===== src/rtl/xip_pkg.sv =====
// Shared types and constants for the XIP AHB front end: FSM encoding,
// AHB transfer/response codes, default geometry and the debug view struct.
package xip_pkg;

  localparam int XIP_ADDR_W    = 24;
  localparam int XIP_LINE_SIZE = 16;
  localparam int XIP_CNT_W     = 32;

  localparam logic [1:0] HTRANS_IDLE   = 2'b00;
  localparam logic [1:0] HTRANS_BUSY   = 2'b01;
  localparam logic [1:0] HTRANS_NONSEQ = 2'b10;
  localparam logic [1:0] HTRANS_SEQ    = 2'b11;

  localparam logic HRESP_OKAY  = 1'b0;
  localparam logic HRESP_ERROR = 1'b1;

  typedef enum logic [2:0] {
    ST_IDLE   = 3'd0,
    ST_LOOK   = 3'd1,
    ST_FILL   = 3'd2,
    ST_COMMIT = 3'd3,
    ST_ERR1   = 3'd4,
    ST_ERR2   = 3'd5
  } state_t;

  typedef struct packed {
    state_t state;
    logic   wr_r;
    logic   refill;
  } dbg_t;

endpackage


===== src/rtl/xip_ahb_ctrl_if.sv =====
// AHB-Lite slave-side signal bundle. The master modport is the bus matrix
// (or a bench) driving address/control; the slave modport is the XIP front end.
interface xip_ahb_ctrl_if;
  logic        HSEL;
  logic [31:0] HADDR;
  logic [1:0]  HTRANS;
  logic        HWRITE;
  logic [2:0]  HSIZE;
  logic        HREADY;
  logic        HREADYOUT;
  logic [31:0] HRDATA;
  logic        HRESP;

  modport master (
    output HSEL, HADDR, HTRANS, HWRITE, HSIZE, HREADY,
    input  HREADYOUT, HRDATA, HRESP
  );

  modport slave (
    input  HSEL, HADDR, HTRANS, HWRITE, HSIZE, HREADY,
    output HREADYOUT, HRDATA, HRESP
  );
endinterface


===== src/rtl/xip_sat_counter.sv =====
// Up-counter that sticks at all-ones instead of wrapping.
module xip_sat_counter #(
  parameter int W = 32
) (
  input  logic         clk,
  input  logic         rst_n,
  input  logic         inc,
  output logic [W-1:0] cnt
);

  always_ff @(posedge clk) begin
    if (!rst_n) begin
      cnt <= '0;
    end else if (inc && (cnt != '1)) begin
      cnt <= cnt + W'(1);
    end
  end

endmodule


===== src/rtl/xip_ahb_ctrl.sv =====
// AHB-Lite read-only slave in front of the XIP line cache and flash line reader.
// Hits finish with zero wait states; misses stall the bus while a line is fetched.
module xip_ahb_ctrl
  import xip_pkg::*;
#(
  parameter int ADDR_W    = XIP_ADDR_W,
  parameter int LINE_SIZE = XIP_LINE_SIZE,
  parameter int CNT_W     = XIP_CNT_W
) (
  input  logic              clk,
  input  logic              rst_n,
  xip_ahb_ctrl_if.slave     bus,
  output logic [ADDR_W-1:0] c_A,
  output logic [ADDR_W-1:0] c_A_h,
  input  logic [31:0]       c_Do,
  input  logic              c_hit,
  output logic              c_wr,
  output logic [ADDR_W-1:0] fr_addr,
  output logic              fr_rd,
  input  logic              fr_done,
  output logic [CNT_W-1:0]  hit_cnt,
  output logic [CNT_W-1:0]  miss_cnt,
  output dbg_t              dbg
);

  localparam int OFS_W = $clog2(LINE_SIZE);

  state_t            state, state_nx;
  logic [ADDR_W-1:0] addr_r;
  logic              wr_r;
  logic              refill;

  logic        xfer_valid;
  logic        accept;
  logic        hready_o;
  logic        hresp_o;
  logic [31:0] hrdata_o;
  logic        hit_inc;
  logic        miss_inc;

  // Handshake: an address phase is taken when HSEL & HTRANS[1] & HREADY are high
  // at posedge clk and this slave is in a state that can end a data phase
  // (accept); a data phase ends only in a cycle where HREADYOUT is high.
  assign xfer_valid = bus.HSEL & bus.HTRANS[1] & bus.HREADY;

  always_ff @(posedge clk) begin
    if (!rst_n) begin
      state  <= ST_IDLE;
      addr_r <= '0;
      wr_r   <= 1'b0;
      refill <= 1'b0;
    end else begin
      state  <= state_nx;
      // LOOK entered from COMMIT is the replay of a miss, not a fresh hit.
      refill <= (state == ST_COMMIT);
      if (accept && xfer_valid) begin
        addr_r <= bus.HADDR[ADDR_W-1:0];
        wr_r   <= bus.HWRITE;
      end
    end
  end

  always_comb begin
    state_nx = state;
    accept   = 1'b0;
    hready_o = 1'b1;
    hresp_o  = HRESP_OKAY;
    hrdata_o = 32'h0;
    fr_rd    = 1'b0;
    c_wr     = 1'b0;
    hit_inc  = 1'b0;
    miss_inc = 1'b0;

    case (state)
      ST_IDLE: begin
        accept = 1'b1;
      end
      ST_LOOK: begin
        if (c_hit) begin
          hrdata_o = c_Do;
          hit_inc  = ~refill;
          accept   = 1'b1;
        end else begin
          hready_o = 1'b0;
          fr_rd    = 1'b1;
          miss_inc = 1'b1;
          state_nx = ST_FILL;
        end
      end
      ST_FILL: begin
        hready_o = 1'b0;
        if (fr_done) state_nx = ST_COMMIT;
      end
      ST_COMMIT: begin
        hready_o = 1'b0;
        c_wr     = 1'b1;
        state_nx = ST_LOOK;
      end
      ST_ERR1: begin
        hready_o = 1'b0;
        hresp_o  = HRESP_ERROR;
        state_nx = ST_ERR2;
      end
      ST_ERR2: begin
        hresp_o = HRESP_ERROR;
        accept  = 1'b1;
      end
      default: begin
        state_nx = ST_IDLE;
      end
    endcase

    // Any state that completes a data phase also decodes the next address phase.
    if (accept) begin
      if (!xfer_valid)      state_nx = ST_IDLE;
      else if (bus.HWRITE)  state_nx = ST_ERR1;
      else                  state_nx = ST_LOOK;
    end
  end

  assign bus.HREADYOUT = hready_o;
  assign bus.HRESP     = hresp_o;
  assign bus.HRDATA    = hrdata_o;

  assign c_A     = addr_r;
  assign c_A_h   = addr_r;
  assign fr_addr = {addr_r[ADDR_W-1:OFS_W], {OFS_W{1'b0}}};

  assign dbg = '{state: state, wr_r: wr_r, refill: refill};

  // Word size is fixed and the upper address bits are outside the flash window.
  logic unused_bits;
  assign unused_bits = ^{bus.HSIZE, bus.HADDR[31:ADDR_W]};

  xip_sat_counter #(.W(CNT_W)) u_hit_cnt (
    .clk   (clk),
    .rst_n (rst_n),
    .inc   (hit_inc),
    .cnt   (hit_cnt)
  );

  xip_sat_counter #(.W(CNT_W)) u_miss_cnt (
    .clk   (clk),
    .rst_n (rst_n),
    .inc   (miss_inc),
    .cnt   (miss_cnt)
  );

endmodule


===== src/flat_wrapper.sv =====
// flat-port wrapper written by rule: the top's interface ports become plain ports
module xip_ahb_ctrl_flat import xip_pkg::*;
#(
  parameter int ADDR_W    = XIP_ADDR_W,
  parameter int LINE_SIZE = XIP_LINE_SIZE,
  parameter int CNT_W     = XIP_CNT_W
)
  (clk, rst_n, c_A, c_A_h, c_Do, c_hit, c_wr, fr_addr, fr_rd, fr_done, hit_cnt, miss_cnt, dbg, bus_HSEL, bus_HADDR, bus_HTRANS, bus_HWRITE, bus_HSIZE, bus_HREADY, bus_HREADYOUT, bus_HRDATA, bus_HRESP);
  xip_ahb_ctrl_if bus_i ();
  input  logic clk;
  input  logic rst_n;
  output logic [ADDR_W-1:0] c_A;
  output logic [ADDR_W-1:0] c_A_h;
  input  logic [31:0] c_Do;
  input  logic c_hit;
  output logic c_wr;
  output logic [ADDR_W-1:0] fr_addr;
  output logic fr_rd;
  input  logic fr_done;
  output logic [CNT_W-1:0] hit_cnt;
  output logic [CNT_W-1:0] miss_cnt;
  output dbg_t dbg;
  input wire logic [$bits(bus_i.HSEL)-1:0] bus_HSEL;
  input wire logic [$bits(bus_i.HADDR)-1:0] bus_HADDR;
  input wire logic [$bits(bus_i.HTRANS)-1:0] bus_HTRANS;
  input wire logic [$bits(bus_i.HWRITE)-1:0] bus_HWRITE;
  input wire logic [$bits(bus_i.HSIZE)-1:0] bus_HSIZE;
  input wire logic [$bits(bus_i.HREADY)-1:0] bus_HREADY;
  output wire logic [$bits(bus_i.HREADYOUT)-1:0] bus_HREADYOUT;
  output wire logic [$bits(bus_i.HRDATA)-1:0] bus_HRDATA;
  output wire logic [$bits(bus_i.HRESP)-1:0] bus_HRESP;
  assign bus_i.HSEL = bus_HSEL;
  assign bus_i.HADDR = bus_HADDR;
  assign bus_i.HTRANS = bus_HTRANS;
  assign bus_i.HWRITE = bus_HWRITE;
  assign bus_i.HSIZE = bus_HSIZE;
  assign bus_i.HREADY = bus_HREADY;
  assign bus_HREADYOUT = bus_i.HREADYOUT;
  assign bus_HRDATA = bus_i.HRDATA;
  assign bus_HRESP = bus_i.HRESP;
  xip_ahb_ctrl #(.ADDR_W(ADDR_W), .LINE_SIZE(LINE_SIZE), .CNT_W(CNT_W)) u_core (.clk(clk), .rst_n(rst_n), .bus(bus_i), .c_A(c_A), .c_A_h(c_A_h), .c_Do(c_Do), .c_hit(c_hit), .c_wr(c_wr), .fr_addr(fr_addr), .fr_rd(fr_rd), .fr_done(fr_done), .hit_cnt(hit_cnt), .miss_cnt(miss_cnt), .dbg(dbg));
endmodule

===== config.mk =====
export PLATFORM = sky130hd
export DESIGN_NAME = xip_ahb_ctrl_flat
export DESIGN_NICKNAME = d
export VERILOG_FILES = /design/src/rtl/xip_pkg.sv /design/src/rtl/xip_ahb_ctrl_if.sv /design/src/rtl/xip_sat_counter.sv /design/src/rtl/xip_ahb_ctrl.sv /design/src/flat_wrapper.sv
export SDC_FILE = /design/constraint.sdc
export NUM_CORES = 1
export LEC_CHECK = 0
export CAP_MARGIN = 20
export CORE_MARGIN = 3
export CORE_UTILIZATION = 37
export DETAILED_ROUTE_END_ITERATION = 8
export PLACE_DENSITY = 0.75
export SLEW_MARGIN = 5
export SYNTH_ARGS = -nofsm -noshare
export SYNTH_HDL_FRONTEND = slang
export SYNTH_SLANG_ARGS = --single-unit

===== constraint.sdc =====
create_clock -name clk -period 3 [get_ports clk]
set_input_delay 0.9 -clock clk [delete_from_list [all_inputs] [get_ports clk]]
set_output_delay 0.9 -clock clk [all_outputs]
set_load 0.02 [all_outputs]

==> out/qor.yml, run 1 <==
grt_max_degree: 68
port_buffers: 236
detailroute.via_count: 5251
global_route.overflow_total: 0
grt_pass1_vias: 4868
final-instance-count-excl-fill: 980
synthCells: 605
clkSlewWorstSetupHoldPaths_ps: 60
pwr_density_cell_nw_per_um2: 366
globalRouteMet1Util: 0.264
setup.worst_path.class: "input pin to output port"
min_path_type: "flop to flop"
slowest_stage: "sky130_fd_sc_hd__or4b_4"
maxSlewViolCount: 0
design.die.area_um2: 15200
initial_core_utilization: 0.381
total_of_fill_cells_in_the_finished_design: 1188
busiest_layer: "met2"
mostFrequentLayoutCell: "sky130_fd_sc_hd__clkdlybuf4s50_1"
antenna_left: 0
first_iter_violations: 443
timing.critical_path.from_type: "input pin"
synth-edff-count: 0
critPathMaxFanout: 3
tightest_slew_ps: 868
critPathCaptureType: "output port"
setup_violations: 0
grt_first_pass_wirelength_um: 25500
drcViolationCount: 0
design.final.nets: 877
drt_wl_total_um: 16500
global_route.usage.total: 0.211
placedCellCount: 962
yosysWarningCount: 0
ys.flop_type: "sky130_fd_sc_hd__dfxtp_1"
layout_setup_ws_ps: 129
run_status: "completed"
ys_seq_area_frac: 0.366
globalRouteMet2Util: 0.356
tritoncts_num_sinks: 93
worstHoldPathCells: 2
cell_chain_of_the_critical_path: "dlygate4sd2_1 > or4b_4 > inv_2 > clkdlybuf4s15_2"
place_hpwl_um: 12100
reported_max_cap_violation_count: 0
chip_width_um: 123
clock_tree.root_cell: "sky130_fd_sc_hd__clkbuf_16"
layout_common_cells: "sky130_fd_sc_hd__clkdlybuf4s50_1, sky130_fd_sc_hd__dfxtp_1, sky130_fd_sc_hd__mux2i_1"
cts_tree: "yes"
grt_setup_unrepaired: "no"
worst_vdd_drop_uv: 215
whs_ps: 487
power_leakage_nw: 2.65
placement.setup.worst_slack_ps: -490
die_height_um: 123
share_of_layout_cells_above_drive_strength_1: 0.107
htree_num_levels: 3
period_share: 0.957
use_met3: 0.0503
row_count: 42
cp.required_ps: 2100
core_area_um2: 13300
sum_of_negative_setup_slack_ps: 0
avgRoutedWirePerCell_um: 16.9
finish.instance_area_um2: 7650
clock_latency_ps: 340
timing.final.crit_period_ps: 2870
routed_via_density: 5.36
antenna_cells_inserted: 0
drt-pass1-iter-count: 5
crit_arrival_ps: 1970
cts_inserted_buffers: 9
place_area_um2: 7410
post_synth_num_cell_types: 44
final-hold-violation-count: 0
timing.slew.headroom: 0.416
worst-r2r-cell-count: 6
layout-area-overhead-vs-synth_pct: 50.3
fraction_of_registers_with_async_set_or_reset_after_synthesis: 0
maxClockFrequency_mhz: 348
max_buffers_root_to_sink: 2
finalWeightedCongestion: 0.851
seq_area_um2: 1860
antenna_found_initial: 0
multi_input_area_um2: 2700
clock_skew_ps: 9.56
top_level_ports: 253
mappedNetlistArea_um2: 5090
post_synthesis_mean_instance_area_um2: 8.42
cp_slowest_stage_delay_ps: 490
yosys_register_bits: 93
==> sequential cells by signal, indices dropped and copies added, names as in the netlist <==
signal / count
u_core.u_hit_cnt.cnt: 32
u_core.u_miss_cnt.cnt: 32
u_core.c_A: 24
u_core.wr_r: 1
u_core.refill: 1
u_core.state: 3
==> worst max-delay path: cells and delay by family <==
family | cells | cell delay [ps]
buffers and inverters | 3 | 580
and+or+nand+nor | 1 | 490
==> path summary, 6_finish.rpt <==
kind | startpoint | to | slack (ps)
setup / recovery | c_hit | fr_rd | 130
hold / removal | u_core.wr_r$_SDFFE_PN0P_ | u_core.wr_r$_SDFFE_PN0P_ | 490
setup reg to reg | u_core.state[2]$_SDFFE_PN0P_ | u_core.u_miss_cnt.cnt[23]$_SDFFE_PN0P_ | 470
hold reg to reg | u_core.wr_r$_SDFFE_PN0P_ | u_core.wr_r$_SDFFE_PN0P_ | 490
==> cell families (layout without fill, tap and decap cells) <==
family	after synthesis	after routing	synth area share
adder cells (fa/ha/maj)	2	2	0.00491
buffers and inverters	93	289	0.109
multiplexers	42	42	0.0826
XOR/XNOR	4	4	0.00688
flip-flops	93	93	0.366
other	1	4	0.000737
AO/OA/AOI/OAI	99	99	0.125
AND/OR/NAND/NOR	271	271	0.305
==> where the power goes <==
part / internal [mW] / total [mW] / switching, mW
clock network: 0.692 / 1.19 / 0.501
registers: 1.25 / 1.27 / 0.0179
logic: 0.181 / 0.338 / 0.157
total: 2.12 / 2.80 / 0.676
==> stage by stage <==
step,total power [mW],utilization
after global placement,1.63,0.555
after global routing,2.89,0.573
after CTS,2.82,0.573
after detailed placement,1.63,0.555
final,2.80,0.573
after floorplan,1.46,-
==> synthesized netlist by cell type, drive strengths merged (2+ instances only) <==
master,number,share of area
dfxtp,93,0.37
buf,53,0.079
mux2i,42,0.083
nand2,41,0.030
a21oi,40,0.039
and2,38,0.047
nor2,34,0.025
clkbuf,32,0.024
or4,28,0.041
nand4,26,0.032
o31ai,26,0.038
nand2b,22,0.027
nand3,22,0.022
nor4,15,0.018
o21ai,14,0.014
or3,13,0.017
and3,9,0.011
inv,8,0.0059
o21a,7,0.010
and4,6,0.010
nor3,6,0.0059
o31a,5,0.0086
xnor2,4,0.0069
nor2b,3,0.0037
a2111oi,2,0.0034
ha,2,0.0049
nand3b,2,0.0029
or4b,2,0.0047
==> timing repair <==
| action | 4_1_cts | 5_1_grt |
|---|---|---|
| hold buffers | 0 | 0 |
| setup endpoints to repair | 35 | 0 |
| resized for setup | 150 | 0 |
| setup buffers | 1 | 0 |
==> layout make-up <==
| class | instances | area share |
|---|---|---|
| inverter | 8 | 0.00393 |
| timing repair buffer | 265 | 0.330 |
| clock buffer | 11 | 0.0330 |
| multi-input combinational | 422 | 0.353 |
| sequential | 93 | 0.243 |
| clock inverter | 5 | 0.00769 |
| tap | 176 | 0.0288 |
==> metal layers <==
layer | share of wire | vias to the layer above | routed length [µm]
met3 | 0.075 | 22 | 1230
met4 | 0.019 | 0 | 309
li1 | - | 2531 | -
met2 | 0.50 | 216 | 8190
met5 | 0 | - | 0
met1 | 0.41 | 2482 | 6800
Note: power is estimated with default switching activity, not from simulation.
==> inputs of run 2 (changes only) <==
Settings changed: REMOVE_ABC_BUFFERS set to 1.
==> run 2 against run 1 <==
Net effect:
- non-clock buffer count decreased by 4
- combinational power about the same
- routed wire length decreased by 2.7%
- cell count decreased by 0.41%
- critical path type unchanged
- die area unchanged
- via count decreased by 0.93%
- register-to-register slack got worse by 40 ps
==> out/qor.yml, run 2 (synthesized netlist as in run 1, its figures left out) <==
maxClockFrequency_mhz: 341
clkSlewWorstSetupHoldPaths_ps: 60
crit_arrival_ps: 2030
setup.worst_path.class: "input pin to output port"
design.die.area_um2: 15200
core_area_um2: 13300
maxSlewViolCount: 0
slowest_stage: "sky130_fd_sc_hd__and4bb_2"
mostFrequentLayoutCell: "sky130_fd_sc_hd__clkdlybuf4s50_1"
avgRoutedWirePerCell_um: 16.5
grt_pass1_vias: 4962
place_hpwl_um: 11600
sum_of_negative_setup_slack_ps: 0
setup_violations: 0
top_level_ports: 253
worst-r2r-cell-count: 8
worst_vdd_drop_uv: 330
run_status: "completed"
clock_tree.root_cell: "sky130_fd_sc_hd__clkbuf_16"
reported_max_cap_violation_count: 0
cts_tree: "yes"
grt_setup_unrepaired: "no"
initial_core_utilization: 0.381
chip_width_um: 123
row_count: 42
timing.slew.headroom: 0.362
grt_max_degree: 43
routed_via_density: 5.33
antenna_cells_inserted: 0
cts_inserted_buffers: 9
drt-pass1-iter-count: 5
tightest_slew_ps: 955
detailroute.via_count: 5202
power_leakage_nw: 2.68
grt_first_pass_wirelength_um: 25500
pwr_density_cell_nw_per_um2: 366
layout-area-overhead-vs-synth_pct: 52.1
clock_latency_ps: 340
share_of_layout_cells_above_drive_strength_1: 0.123
min_path_type: "flop to flop"
critPathCaptureType: "output port"
htree_num_levels: 3
layout_setup_ws_ps: 69.7
final-instance-count-excl-fill: 976
first_iter_violations: 414
r2r-start: "u_core.state[1]$_SDFFE_PN0P_"
placedCellCount: 955
power_mw: 2.84
rrSetupSlack_ps: 430
final-hold-violation-count: 0
final_core_utilization: 0.580
cp_slowest_stage_delay_ps: 260
cell_chain_of_the_critical_path: "clkdlybuf4s15_1 > and4bb_2 > buf_12 > bufbuf_16 > and2_4 > buf_6"
period_share: 0.977
global_route.overflow_total: 0
die_height_um: 123
placement.setup.worst_slack_ps: -477
timing.rr.end: "u_core.u_hit_cnt.cnt[30]$_SDFFE_PN0P_"
tritoncts_num_sinks: 93
drcViolationCount: 0
worstHoldPathCells: 2
worst_min_delay_path_endpoint: "u_core.wr_r$_SDFFE_PN0P_"
finalWeightedCongestion: 0.957
layout_common_cells: "sky130_fd_sc_hd__clkdlybuf4s50_1, sky130_fd_sc_hd__dfxtp_1, sky130_fd_sc_hd__mux2i_1"
timing.final.crit_period_ps: 2930
cp.required_ps: 2100
drt_wl_total_um: 16100
global_route.usage.total: 0.207
total_of_fill_cells_in_the_finished_design: 1217
antenna_found_initial: 0
design.final.nets: 873
hold_start: "u_core.wr_r$_SDFFE_PN0P_"
antenna_left: 0
timing.critical_path.from_type: "input pin"
clock_skew_ps: 5.74
max_buffers_root_to_sink: 2
critPathMaxFanout: 8
port_buffers: 236
run 2: changes by cell type in the layout (fill, tap and decap cells not counted), moves of 2 or more:
cell	change
sky130_fd_sc_hd__and2_1	-15
sky130_fd_sc_hd__and2_4	+15
sky130_fd_sc_hd__buf_12	-2
sky130_fd_sc_hd__buf_4	-18
sky130_fd_sc_hd__buf_6	+15
sky130_fd_sc_hd__clkbuf_8	+3
run 2: worst max-delay path: cells and delay by family:
kind | cells | cell delay (ps)
buffers and inverters | 4 | 700
AND/OR/NAND/NOR | 2 | 420
run 2: worst max-delay path by stage:
stage / startpoint / cells after the start / endpoint / slack [ps]
floorplan: u_core.u_hit_cnt.cnt[19]$_SDFFE_PN0P_ / 5 / u_core.u_hit_cnt.cnt[13]$_SDFFE_PN0P_ / -1340
global placement: c_hit / 5 / bus_HRDATA[25] / -460
detailed placement: c_hit / 5 / bus_HRDATA[7] / -480
CTS: c_hit / 6 / bus_HRDATA[3] / 30
global route: c_hit / 6 / bus_HRDATA[9] / 30
finish: c_hit / 6 / bus_HRDATA[9] / 70
run 2: cell type report:
class / count / area [µm²] / share of cell area
multi-input cells: 422 / 2740 / 0.354
repair buffers: 261 / 2550 / 0.330
flip-flops and latches: 93 / 1860 / 0.241
clock buffers: 14 / 294 / 0.0380
well taps: 176 / 220 / 0.0284
clock inverters: 2 / 37.5 / 0.00485
inverters: 8 / 30.0 / 0.00388
run 2: timing repair:
action | 4_1_cts | 5_1_grt
cloned | 2 | 0
hold buffers | 0 | 0
setup buffers | 3 | 0
setup endpoints to repair | 35 | 9
pin swaps | 0 | 0
gates resized for setup | 179 | 2
run 2: power by group:
group          switching, mW  internal, mW
sequential            0.0179          1.25
clock                  0.468         0.760
combinational          0.156         0.184
run 2: routing by layer:
metal  track usage  part of all wire
met5             0                 0
met4        0.0595             0.014
met3        0.0485             0.054
met2         0.341              0.50
met1         0.272              0.43
run 2: metrics by stage:
stage               cell area [µm²]  hold WS, ps
floorplan                      4580          554
global placement               7340          470
detailed placement             7340          483
CTS                            7730          495
global route                   7740          511
finish                         7740          489
==> inputs of run 3 (changes only) <==
Settings changed: CORE_UTILIZATION 37 to 41, PLACE_DENSITY 0.75 to 0.79.
Clock period 3 ns to 2.8 ns, I/O delays scaled along.
==> run 3 against run 2 <==
Net effect:
- sequential power grew 7%
- sequential cell count did not move
- clock skew up 0.99 ps
- critical path depth stayed put
- cell area decreased by 1.6%
- clock power barely moved
- die area fell by 9.3%
- critical endpoint is now bus_HRDATA[31]
- largest power group unchanged
==> out/qor.yml, run 3 (synthesized netlist as in run 1, its figures left out) <==
design.die.area_um2: 13800
core_area_um2: 12100
htree_num_levels: 3
clock_tree.root_cell: "sky130_fd_sc_hd__clkbuf_16"
first_iter_violations: 413
mostFrequentLayoutCell: "sky130_fd_sc_hd__clkdlybuf4s50_1"
tightest_slew_ps: 988
drt_wl_total_um: 16400
cts_tree: "yes"
layout-area-overhead-vs-synth_pct: 49.6
timing.final.crit_period_ps: 2740
reported_max_cap_violation_count: 0
timing.critical_path.from_type: "input pin"
crit_arrival_ps: 1900
critPathMaxFanout: 17
maxClockFrequency_mhz: 365
tritoncts_num_sinks: 93
place_hpwl_um: 12200
setup_violations: 0
maxSlewViolCount: 0
setup.worst_path.class: "input pin to output port"
final-hold-violation-count: 0
placedCellCount: 954
routed_via_density: 5.41
top_level_ports: 253
grt_first_pass_wirelength_um: 26200
run_status: "completed"
cts-hold-fix-buffers: 0
layout_common_cells: "sky130_fd_sc_hd__clkdlybuf4s50_1, sky130_fd_sc_hd__dfxtp_1, sky130_fd_sc_hd__mux2i_1"
drt-pass1-iter-count: 5
worst_vdd_drop_uv: 340
critical_path.n_buffers_inverters: 4
power_leakage_nw: 2.65
antenna_cells_inserted: 0
global_route.overflow_total: 0
initial_core_utilization: 0.422
grt_max_degree: 41
antenna_left: 0
timing.slew.headroom: 0.340
total_of_fill_cells_in_the_finished_design: 1057
row_count: 40
sum_of_negative_setup_slack_ps: 0
die_height_um: 117
clock_latency_ps: 350
clkSlewWorstSetupHoldPaths_ps: 60
drcViolationCount: 0
avgRoutedWirePerCell_um: 16.9
slowest_stage: "sky130_fd_sc_hd__dlygate4sd2_1"
gate_family_responsible_for_the_most_delay_along_the_worst_path: "buffers and inverters"
port_buffers: 236
detailroute.via_count: 5260
cts_inserted_buffers: 9
cell_chain_of_the_critical_path: "dlygate4sd2_1 > and4bb_4 > buf_12 > buf_16 > and2_1 > buf_4"
min_path_type: "flop to flop"
finalWeightedCongestion: 0.886
chip_width_um: 117
critPathCaptureType: "output port"
share_of_layout_cells_above_drive_strength_1: 0.108
max_buffers_root_to_sink: 2
final-instance-count-excl-fill: 972
antenna_found_initial: 0
cp.required_ps: 1960
pwr_density_cell_nw_per_um2: 388
design.final.nets: 877
cp_slowest_stage_delay_ps: 260
period_share: 0.979
grt_pass1_vias: 5018
global_route.usage.total: 0.232
clock_skew_ps: 6.72
grt_setup_unrepaired: "no"
==> run 3: changes by cell type in the layout (fill, tap and decap cells not counted), sizes merged <==
cell           before  now
buf                56   62
clkinv              0    4
clkbuf             14   11
clkdlybuf4s15       2    0
bufbuf              1    0
clkinvlp            1    0
dlygate4sd2         1    2
==> run 3: worst paths after layout <==
path | to | slack, ps | startpoint | cells past startpoint
max | bus_HRDATA[31] | 60 | c_hit | 6
min | u_core.wr_r$_SDFFE_PN0P_ | 490 | u_core.wr_r$_SDFFE_PN0P_ | 2
max reg2reg | u_core.u_hit_cnt.cnt[30]$_SDFFE_PN0P_ | 450 | u_core.state[1]$_SDFFE_PN0P_ | 7
min reg2reg | u_core.wr_r$_SDFFE_PN0P_ | 490 | u_core.wr_r$_SDFFE_PN0P_ | 2
==> run 3: area by class of cell <==
type	instances	area, µm²	share of cell area
flip-flops and latches	93	1860	0.244
multi-input cells	422	2710	0.356
inverters	8	30.0	0.00394
clock inverters	5	50.0	0.00657
well taps	168	210	0.0276
repair buffers	265	2510	0.330
clock buffers	11	243	0.0319
==> run 3: through the flow <==
| stage | instance area, µm² | hold slack [ps] | worst slack, ps | utilization | total power, mW |
|---|---|---|---|---|---|
| finish | 7610 | 485 | 59.6 | 0.631 | 2.95 |
| detailed placement | 7380 | 479 | -583 | 0.612 | 1.75 |
| global placement | 7380 | 469 | -515 | 0.612 | 1.74 |
| global route | 7610 | 537 | 25.1 | 0.631 | 3.06 |
| floorplan | 4580 | 554 | -1540 | - | 1.52 |
| CTS | 7610 | 488 | 67.3 | 0.631 | 2.98 |
==> run 3: routing by layer <==
metal,share of wire,global-route usage,vias to the layer above
met3,0.061,0.0665,33
met1,0.41,0.287,2518
met5,0,0,-
met4,0.020,0.0674,0
li1,-,-,2539
met2,0.51,0.393,170
==> run 3: where the power goes <==
group          internal [mW]  switching [mW]  leakage (nW)  total [mW]
Combinational          0.194           0.171          1.75       0.365
Clock                  0.711           0.519         0.149        1.23
Sequential              1.34          0.0172         0.751        1.36
Total                   2.24           0.708          2.65        2.95
==> run 3: worst register-to-register path: stages (launching register included) <==
cell and delay (ps):
sky130_fd_sc_hd__dfxtp_1 360, sky130_fd_sc_hd__and4bb_4 390, sky130_fd_sc_hd__buf_12 110, sky130_fd_sc_hd__buf_16 120, sky130_fd_sc_hd__nand2b_1 120, sky130_fd_sc_hd__or3_1 500, sky130_fd_sc_hd__or4_1 530, sky130_fd_sc_hd__a21oi_1 140
==> run 3: what timing repair did <==
item / 4_1_cts / 5_1_grt
setup buffers: 1 / 0
endpoints found under the setup margin: 35 / 0
resized for setup: 157 / 0
endpoints found under the hold margin: 0 / 0
